### src/rtl/fma16_pkg.sv
// fma16_pkg
// Shared types and constants for the fp16 FMA back-end stages.
//   fp16_t    : raw IEEE-754 binary16 word
//   fflags_t  : exception flags {nv, of, uf, nx}, packed MSB-first
//   occ_t     : occupancy encoding of the 2-entry result skid buffer
//   canonNan(): maps any NaN encoding onto the canonical quiet NaN
package fma16_pkg;

    typedef logic [15:0] fp16_t;

    typedef struct packed {
        logic nv;
        logic of;
        logic uf;
        logic nx;
    } fflags_t;

    localparam fp16_t FP16_QNAN  = 16'h7e00;
    localparam fp16_t FP16_INF_P = 16'h7c00;
    localparam fp16_t FP16_INF_N = 16'hfc00;

    localparam int NV_B = 3;
    localparam int OF_B = 2;
    localparam int UF_B = 1;
    localparam int NX_B = 0;

    // Buffer occupancy; the 2'd3 encoding is unused and treated as empty.
    typedef enum logic [1:0] {
        OCC_EMPTY = 2'd0,
        OCC_ONE   = 2'd1,
        OCC_FULL  = 2'd2
    } occ_t;

    // Exponent all-ones with a nonzero mantissa is a NaN of either sign.
    function automatic logic isNan(input fp16_t v);
        return (v[14:10] == 5'h1f) && (v[9:0] != 10'h000);
    endfunction

    // Replace any NaN (signalling, quiet, negative, payload-carrying) by 7e00.
    function automatic fp16_t canonNan(input fp16_t v);
        fp16_t r;
        if (isNan(v)) begin
            r = FP16_QNAN;
        end else begin
            r = v;
        end
        return r;
    endfunction

endpackage

### src/rtl/fma16_skid_buf.sv
// fma16_skid_buf
// Generic 2-entry valid/ready buffer. Head entry drives outData directly
// from a register; the second entry waits in tailR while the head is stalled.
// inReady and outValid are registered so neither handshake side sees a
// combinational path from the other.
//   clk, rst          : clock, asynchronous active-high reset
//   inValid/inReady   : upstream handshake, inData payload
//   outValid/outReady : downstream handshake, outData payload (head entry)
import fma16_pkg::*;

module fma16_skid_buf #(
    parameter int W = 8
) (
    input  logic         clk,
    input  logic         rst,
    input  logic         inValid,
    output logic         inReady,
    input  logic [W-1:0] inData,
    output logic         outValid,
    input  logic         outReady,
    output logic [W-1:0] outData
);

    occ_t         occR;
    occ_t         nextOccS;
    logic         validR;
    logic         readyR;
    logic [W-1:0] headR;
    logic [W-1:0] tailR;
    logic         pushS;
    logic         popS;
    logic         headFromInS;
    logic         headFromTailS;
    logic         tailFromInS;

    assign pushS    = inValid & readyR;
    assign popS     = validR & outReady;
    assign inReady  = readyR;
    assign outValid = validR;
    assign outData  = headR;

    // Occupancy state register plus registered handshake flags.
    always_ff @(posedge clk or posedge rst) begin
        if (rst) begin
            occR   <= OCC_EMPTY;
            validR <= 1'b0;
            readyR <= 1'b1;
        end else begin
            occR   <= nextOccS;
            validR <= (nextOccS != OCC_EMPTY);
            readyR <= (nextOccS != OCC_FULL);
        end
    end

    // Next occupancy and storage steering.
    always_comb begin
        nextOccS      = occR;
        headFromInS   = 1'b0;
        headFromTailS = 1'b0;
        tailFromInS   = 1'b0;
        case (occR)
            OCC_EMPTY: begin
                if (pushS) begin
                    nextOccS    = OCC_ONE;
                    headFromInS = 1'b1;
                end else begin
                    nextOccS = OCC_EMPTY;
                end
            end
            OCC_ONE: begin
                if (pushS && popS) begin
                    // Head leaves this cycle, new entry replaces it directly.
                    nextOccS    = OCC_ONE;
                    headFromInS = 1'b1;
                end else if (pushS) begin
                    nextOccS    = OCC_FULL;
                    tailFromInS = 1'b1;
                end else if (popS) begin
                    nextOccS = OCC_EMPTY;
                end else begin
                    nextOccS = OCC_ONE;
                end
            end
            OCC_FULL: begin
                if (popS) begin
                    nextOccS      = OCC_ONE;
                    headFromTailS = 1'b1;
                end else begin
                    nextOccS = OCC_FULL;
                end
            end
            default: begin
                // Illegal encoding behaves exactly like EMPTY.
                if (pushS) begin
                    nextOccS    = OCC_ONE;
                    headFromInS = 1'b1;
                end else begin
                    nextOccS = OCC_EMPTY;
                end
            end
        endcase
    end

    // Head and tail payload storage.
    always_ff @(posedge clk or posedge rst) begin
        if (rst) begin
            headR <= {W{1'b0}};
            tailR <= {W{1'b0}};
        end else begin
            if (headFromInS) begin
                headR <= inData;
            end else if (headFromTailS) begin
                headR <= tailR;
            end else begin
                headR <= headR;
            end
            if (tailFromInS) begin
                tailR <= inData;
            end else begin
                tailR <= tailR;
            end
        end
    end

    fma16_skid_buf_chk #(.W(W)) uChk (
        .clk      (clk),
        .rst      (rst),
        .occ      (occR),
        .outValid (validR),
        .outReady (outReady),
        .outData  (headR)
    );

endmodule

// fma16_skid_buf_chk
// Properties of the skid buffer: occupancy never reaches the unused
// encoding, and a stalled head entry holds its payload.
module fma16_skid_buf_chk #(
    parameter int W = 8
) (
    input logic         clk,
    input logic         rst,
    input logic [1:0]   occ,
    input logic         outValid,
    input logic         outReady,
    input logic [W-1:0] outData
);

    // Occupancy must stay within EMPTY/ONE/FULL.
    always @(posedge clk) begin
        if (!rst) begin
            assert (occ != 2'd3)
                else $error("skid buffer occupancy reached illegal encoding");
        end
    end

    // A stalled valid head keeps its payload.
    property pStallHold;
        @(posedge clk) disable iff (rst)
            (outValid && !outReady) |=> (outValid && $stable(outData));
    endproperty
    aStallHold: assert property (pStallHold)
        else $error("skid buffer head changed while stalled");

endmodule

### src/rtl/fma16_result_stage.sv
// fma16_result_stage
// Output stage behind the fp16 special-case/flag resolver. Each resolved
// result travels with its {NV,OF,UF,NX} flags, special-case marker and tag
// through a 2-entry skid buffer to the consumer. Delivered entries accrue
// into sticky fflags and bump a saturating done_cnt.
// Build option: define FMA16_CANON_NAN_EN to replace every NaN result with
// the canonical quiet NaN 16'h7e00 on entry; otherwise NaNs pass bit-exact.
//   clk, reset        : clock, asynchronous active-high reset
//   in_*              : upstream valid/ready handshake and payload
//   out_*             : head entry with valid/ready handshake
//   fflags/fflags_clr : sticky accrued flags and their synchronous clear
//   done_cnt          : saturating count of delivered results
import fma16_pkg::*;

module fma16_result_stage #(
    parameter int TAG_W = 4,
    parameter int CNT_W = 16
) (
    input  logic             clk,
    input  logic             reset,
    input  logic             in_valid,
    output logic             in_ready,
    input  logic [15:0]      in_result,
    input  logic [3:0]       in_flags,
    input  logic             in_special,
    input  logic [TAG_W-1:0] in_tag,
    output logic             out_valid,
    input  logic             out_ready,
    output logic [15:0]      out_result,
    output logic [3:0]       out_flags,
    output logic             out_special,
    output logic [TAG_W-1:0] out_tag,
    output logic [3:0]       fflags,
    input  logic             fflags_clr,
    output logic [CNT_W-1:0] done_cnt
);

    localparam int PW = 16 + 4 + 1 + TAG_W;

    fp16_t            storeResultS;
    logic [PW-1:0]    bufInS;
    logic [PW-1:0]    bufOutS;
    logic             popS;
    fflags_t          fflagsR;
    fflags_t          headFlagsS;
    logic [CNT_W-1:0] doneCntR;

`ifdef FMA16_CANON_NAN_EN
    assign storeResultS = canonNan(in_result);
`else
    assign storeResultS = in_result;
`endif

    // Payload layout: {special, tag, flags, result}.
    assign bufInS = {in_special, in_tag, in_flags, storeResultS};

    fma16_skid_buf #(.W(PW)) uBuf (
        .clk      (clk),
        .rst      (reset),
        .inValid  (in_valid),
        .inReady  (in_ready),
        .inData   (bufInS),
        .outValid (out_valid),
        .outReady (out_ready),
        .outData  (bufOutS)
    );

    assign out_result  = bufOutS[15:0];
    assign out_flags   = bufOutS[19:16];
    assign out_tag     = bufOutS[20 +: TAG_W];
    assign out_special = bufOutS[PW-1];

    assign popS       = out_valid & out_ready;
    assign headFlagsS = fflags_t'(bufOutS[19:16]);
    assign fflags     = fflagsR;
    assign done_cnt   = doneCntR;

    // Sticky flags: a clear coinciding with a pop keeps only the popped flags.
    always_ff @(posedge clk or posedge reset) begin
        if (reset) begin
            fflagsR <= fflags_t'(4'b0000);
        end else if (popS && fflags_clr) begin
            fflagsR <= headFlagsS;
        end else if (popS) begin
            fflagsR <= fflagsR | headFlagsS;
        end else if (fflags_clr) begin
            fflagsR <= fflags_t'(4'b0000);
        end else begin
            fflagsR <= fflagsR;
        end
    end

    // Delivered-result counter, holding at all-ones.
    always_ff @(posedge clk or posedge reset) begin
        if (reset) begin
            doneCntR <= {CNT_W{1'b0}};
        end else if (popS && (doneCntR != {CNT_W{1'b1}})) begin
            doneCntR <= doneCntR + {{(CNT_W-1){1'b0}}, 1'b1};
        end else begin
            doneCntR <= doneCntR;
        end
    end

endmodule

### config.mk
export PLATFORM = sky130hd
export DESIGN_NAME = fma16_result_stage
export DESIGN_NICKNAME = d
export VERILOG_FILES = /design/src/rtl/fma16_pkg.sv /design/src/rtl/fma16_skid_buf.sv /design/src/rtl/fma16_result_stage.sv
export SDC_FILE = /design/constraint.sdc
export NUM_CORES = 1
export LEC_CHECK = 0
export CAP_MARGIN = 20
export CORE_MARGIN = 3
export CORE_UTILIZATION = 50
export DETAILED_ROUTE_END_ITERATION = 6
export PLACE_DENSITY = 0.84
export SYNTH_ARGS = -nofsm -noshare
export SYNTH_HDL_FRONTEND = slang
export SYNTH_SLANG_ARGS = --single-unit
### constraint.sdc
create_clock -name clk -period 2.6 [get_ports clk]
set_input_delay 0.52 -clock clk [delete_from_list [all_inputs] [get_ports clk]]
set_output_delay 0.52 -clock clk [all_outputs]
set_load 0.01 [all_outputs]
==> results.sh <==
export IMPL_status="finished clean"
export IMPL_ys_seq_area_share_pct=56.20
export IMPL_io_buffers=76
export IMPL_synthToLayoutAreaGrowth_pct=33.36
export IMPL_htreeDepth=3
export IMPL_crit_type="in2reg"
export IMPL_drive_gt1_share_pct=15.90
export IMPL_fin_crit_sh_pct=80.37
export IMPL_peakVddDrop_uv=685.5
export IMPL_ios=77
export IMPL_syn_area_per_cell_um2=11.65
export IMPL_r2r_end="uBuf.outData[1]"
export IMPL_holdWs_ps=481.8
export IMPL_grt_overflow=0
export IMPL_worst_slew_pin_slew_ps=948.9
export IMPL_cts_tree="built"
export IMPL_grt_use_total_pct=20.65
export IMPL_end_kind="flip-flop"
export IMPL_r2r_start="uBuf.occR[0]"
export IMPL_drt_initial_drc_count=109
export IMPL_place_gp_congestion=0.8099
export IMPL_cts_sinks=74
export IMPL_drc=0
export IMPL_rows=28
export IMPL_finalWirelength_mm=7.254
export IMPL_r2r_slack_ps=560
export IMPL_synth_seq_cells=74
export IMPL_worstPathArrival_ps=2280
export IMPL_cts_root_buf="clkbuf_8"
export IMPL_routedWlPerCell_um=16.26
export IMPL_num_antenna_cells=0
export IMPL_yosysWarningCount=0
export IMPL_ant_nets=0
export IMPL_grt_max_degree=51
export IMPL_cellLeakagePower_nw=1.988
export IMPL_layout_commonest_cell="clkdlybuf4s50_1"
export IMPL_synth_cell_type_count=33
export IMPL_hold_class="in2async"
export IMPL_hold_violations=0
export IMPL_crit_fanout=50
export IMPL_dr_total_vias=2428
export IMPL_syn_nets=316
export IMPL_crit_path_start="in_valid"
export IMPL_post_cts_resized=0
export IMPL_ctsHoldBuffers=0
export IMPL_post_cts_buffers=0
export IMPL_cap_viol_max_count=0
export IMPL_final_setup_viol_count=0
export IMPL_period_minus_slack_ps=2090
export IMPL_dp_hpwl_mm=5.151
export IMPL_syn_inst=283
export IMPL_mostFrequentLayoutCells="clkdlybuf4s50_1, dfrtp_1, nand2_1"
export IMPL_nNetsFinal=399
export IMPL_antenna_found_initial=0
export IMPL_fin_skew_ps=8.494
export IMPL_grt_pass1_vias=2547
export IMPL_via_per_inst=5.444
export IMPL_max_freq_mhz=478.6
export IMPL_crit_required_ps=2790
export IMPL_final_max_slew_viol_count=0
export IMPL_insertion_delay_ps=360
export IMPL_reg2regPathDepth=5
export IMPL_grt_first_pass_wirelength_mm=11.88
export IMPL_rsz0062_at_grt="no"
export IMPL_cts_buffer_depth=2
export IMPL_tns_ps=0
export IMPL_die_h_um=87.20
export IMPL_clk_pin_slew_ps=80
export IMPL_worstPathCellList="clkdlybuf4s50_1, nand2_1, nor2_4, o21ai_0"
export IMPL_netlist_area_um2=3297
export IMPL_cts_buffers_inserted=9
export IMPL_cpPeakStageDelay_ps=810
export IMPL_power_density_nw_per_um2=1092
export IMPL_start_util_pct=53.47
export IMPL_max_slew_margin_pct=36.59
export IMPL_slowest_stage="nor2_4"
export IMPL_core_area_um2=6166
export IMPL_detail_route_first_pass_iterations=5
export IMPL_die_w_um=87.20
export IMPL_die_area_um2=7604
export IMPL_worstSetupStartpointType="primary input"
[through the flow]
step                std cells  power (mW)  util, %  instance area [um^2]  setup WS, ps
detailed placement        430       3.753    67.37                  4154         126.9
global route              446       5.108    71.31                  4397         319.2
CTS                       446       4.842    71.31                  4397         512.0
global placement          430       3.640    67.37                  4154         284.1
floorplan                 283       2.889        -                  3297         200.0
finish                    446       4.801    71.31                  4397         510.4
[flip-flops by register name, indices dropped and copies added, names as in the netlist]
signal and count:
uBuf.inReady 1, uBuf.tailR 25, fflags 4, uBuf.occR 2
uBuf.outValid 1, done_cnt 16, uBuf.outData 25
[report_power, final]
group          internal (mW)  total (mW)  switching, mW
clock network          0.641        1.07          0.434
logic                  0.960        1.75          0.789
registers               1.64        1.98          0.340
[cell type report]
| class | instances | area (um^2) |
|---|---|---|
| clock buffer | 10 | 127.6 |
| sequential | 74 | 1853 |
| inverter | 10 | 37.54 |
| fill | 437 | 1769 |
| clock inverter | 6 | 115.1 |
| timing repair buffer | 82 | 830.8 |
| tap | 75 | 93.84 |
| multi-input combinational | 189 | 1339 |
[cells by family (layout without fill, tap and decap cells)]
| logic type | count (synthesis) | after routing | synth area share [%] |
|---|---|---|---|
| AOI/OAI and AO/OA | 46 | 46 | 7.362 |
| xor gates and xnor gates | 8 | 8 | 2.125 |
| adders and majority gates | 3 | 3 | 1.139 |
| buffers and inverters | 20 | 108 | 3.416 |
| DFF | 74 | 74 | 56.21 |
| muxes | 54 | 54 | 17.46 |
| and+or+nand+nor | 78 | 78 | 12.30 |
[worst max-delay path by stage]
| stage | end | slack (ps) |
|---|---|---|
| final | uBuf.outData[1] | 510 |
| after global routing | uBuf.outData[8] | 320 |
| after CTS | uBuf.outData[1] | 510 |
| after detailed placement | uBuf.outData[9] | 130 |
| after global placement | uBuf.outData[17] | 280 |
| after floorplan | done_cnt[0] | 200 |
[worst max-delay path, delay by kind of cell]
| kind | cells | cell delay, ps |
|---|---|---|
| AND/OR/NAND/NOR | 2 | 1030 |
| buffers and inverters | 1 | 480 |
| AO/OA/AOI/OAI | 1 | 240 |
[synthesized netlist by cell type, drive strengths merged]
master   n  area share, %
nor3     4            1.1
nand4    8            1.5
o21ai   31            4.7
nand3   10            2.0
o221ai   1           0.27
and2     1           0.19
ha       3            1.1
mux2i   26            7.9
or3      1           0.19
nor2     9            1.0
nand2   39            4.5
and3     2           0.38
dfrtp   73             55
clkbuf   5           0.57
xor2     3           0.80
a31oi    1           0.19
a21oi   10            1.5
xnor2    5            1.3
buf      5            1.7
o21a     3           0.68
dfstp    1           0.80
inv     10            1.1
or2      1           0.19
nor4     2            1.0
mux2    28            9.6
nand2b   1           0.19
[routing by layer]
layer | vias up | routed length [um] | global-route usage [%]
li1 | 1155 | - | -
met1 | 1194 | 2996 | 24.02
met2 | 66 | 3615 | 34.92
met3 | 13 | 512 | 8.704
met4 | 0 | 130 | 5.997
met5 | - | 0 | 0
Note: power is estimated with default switching activity, not from simulation.
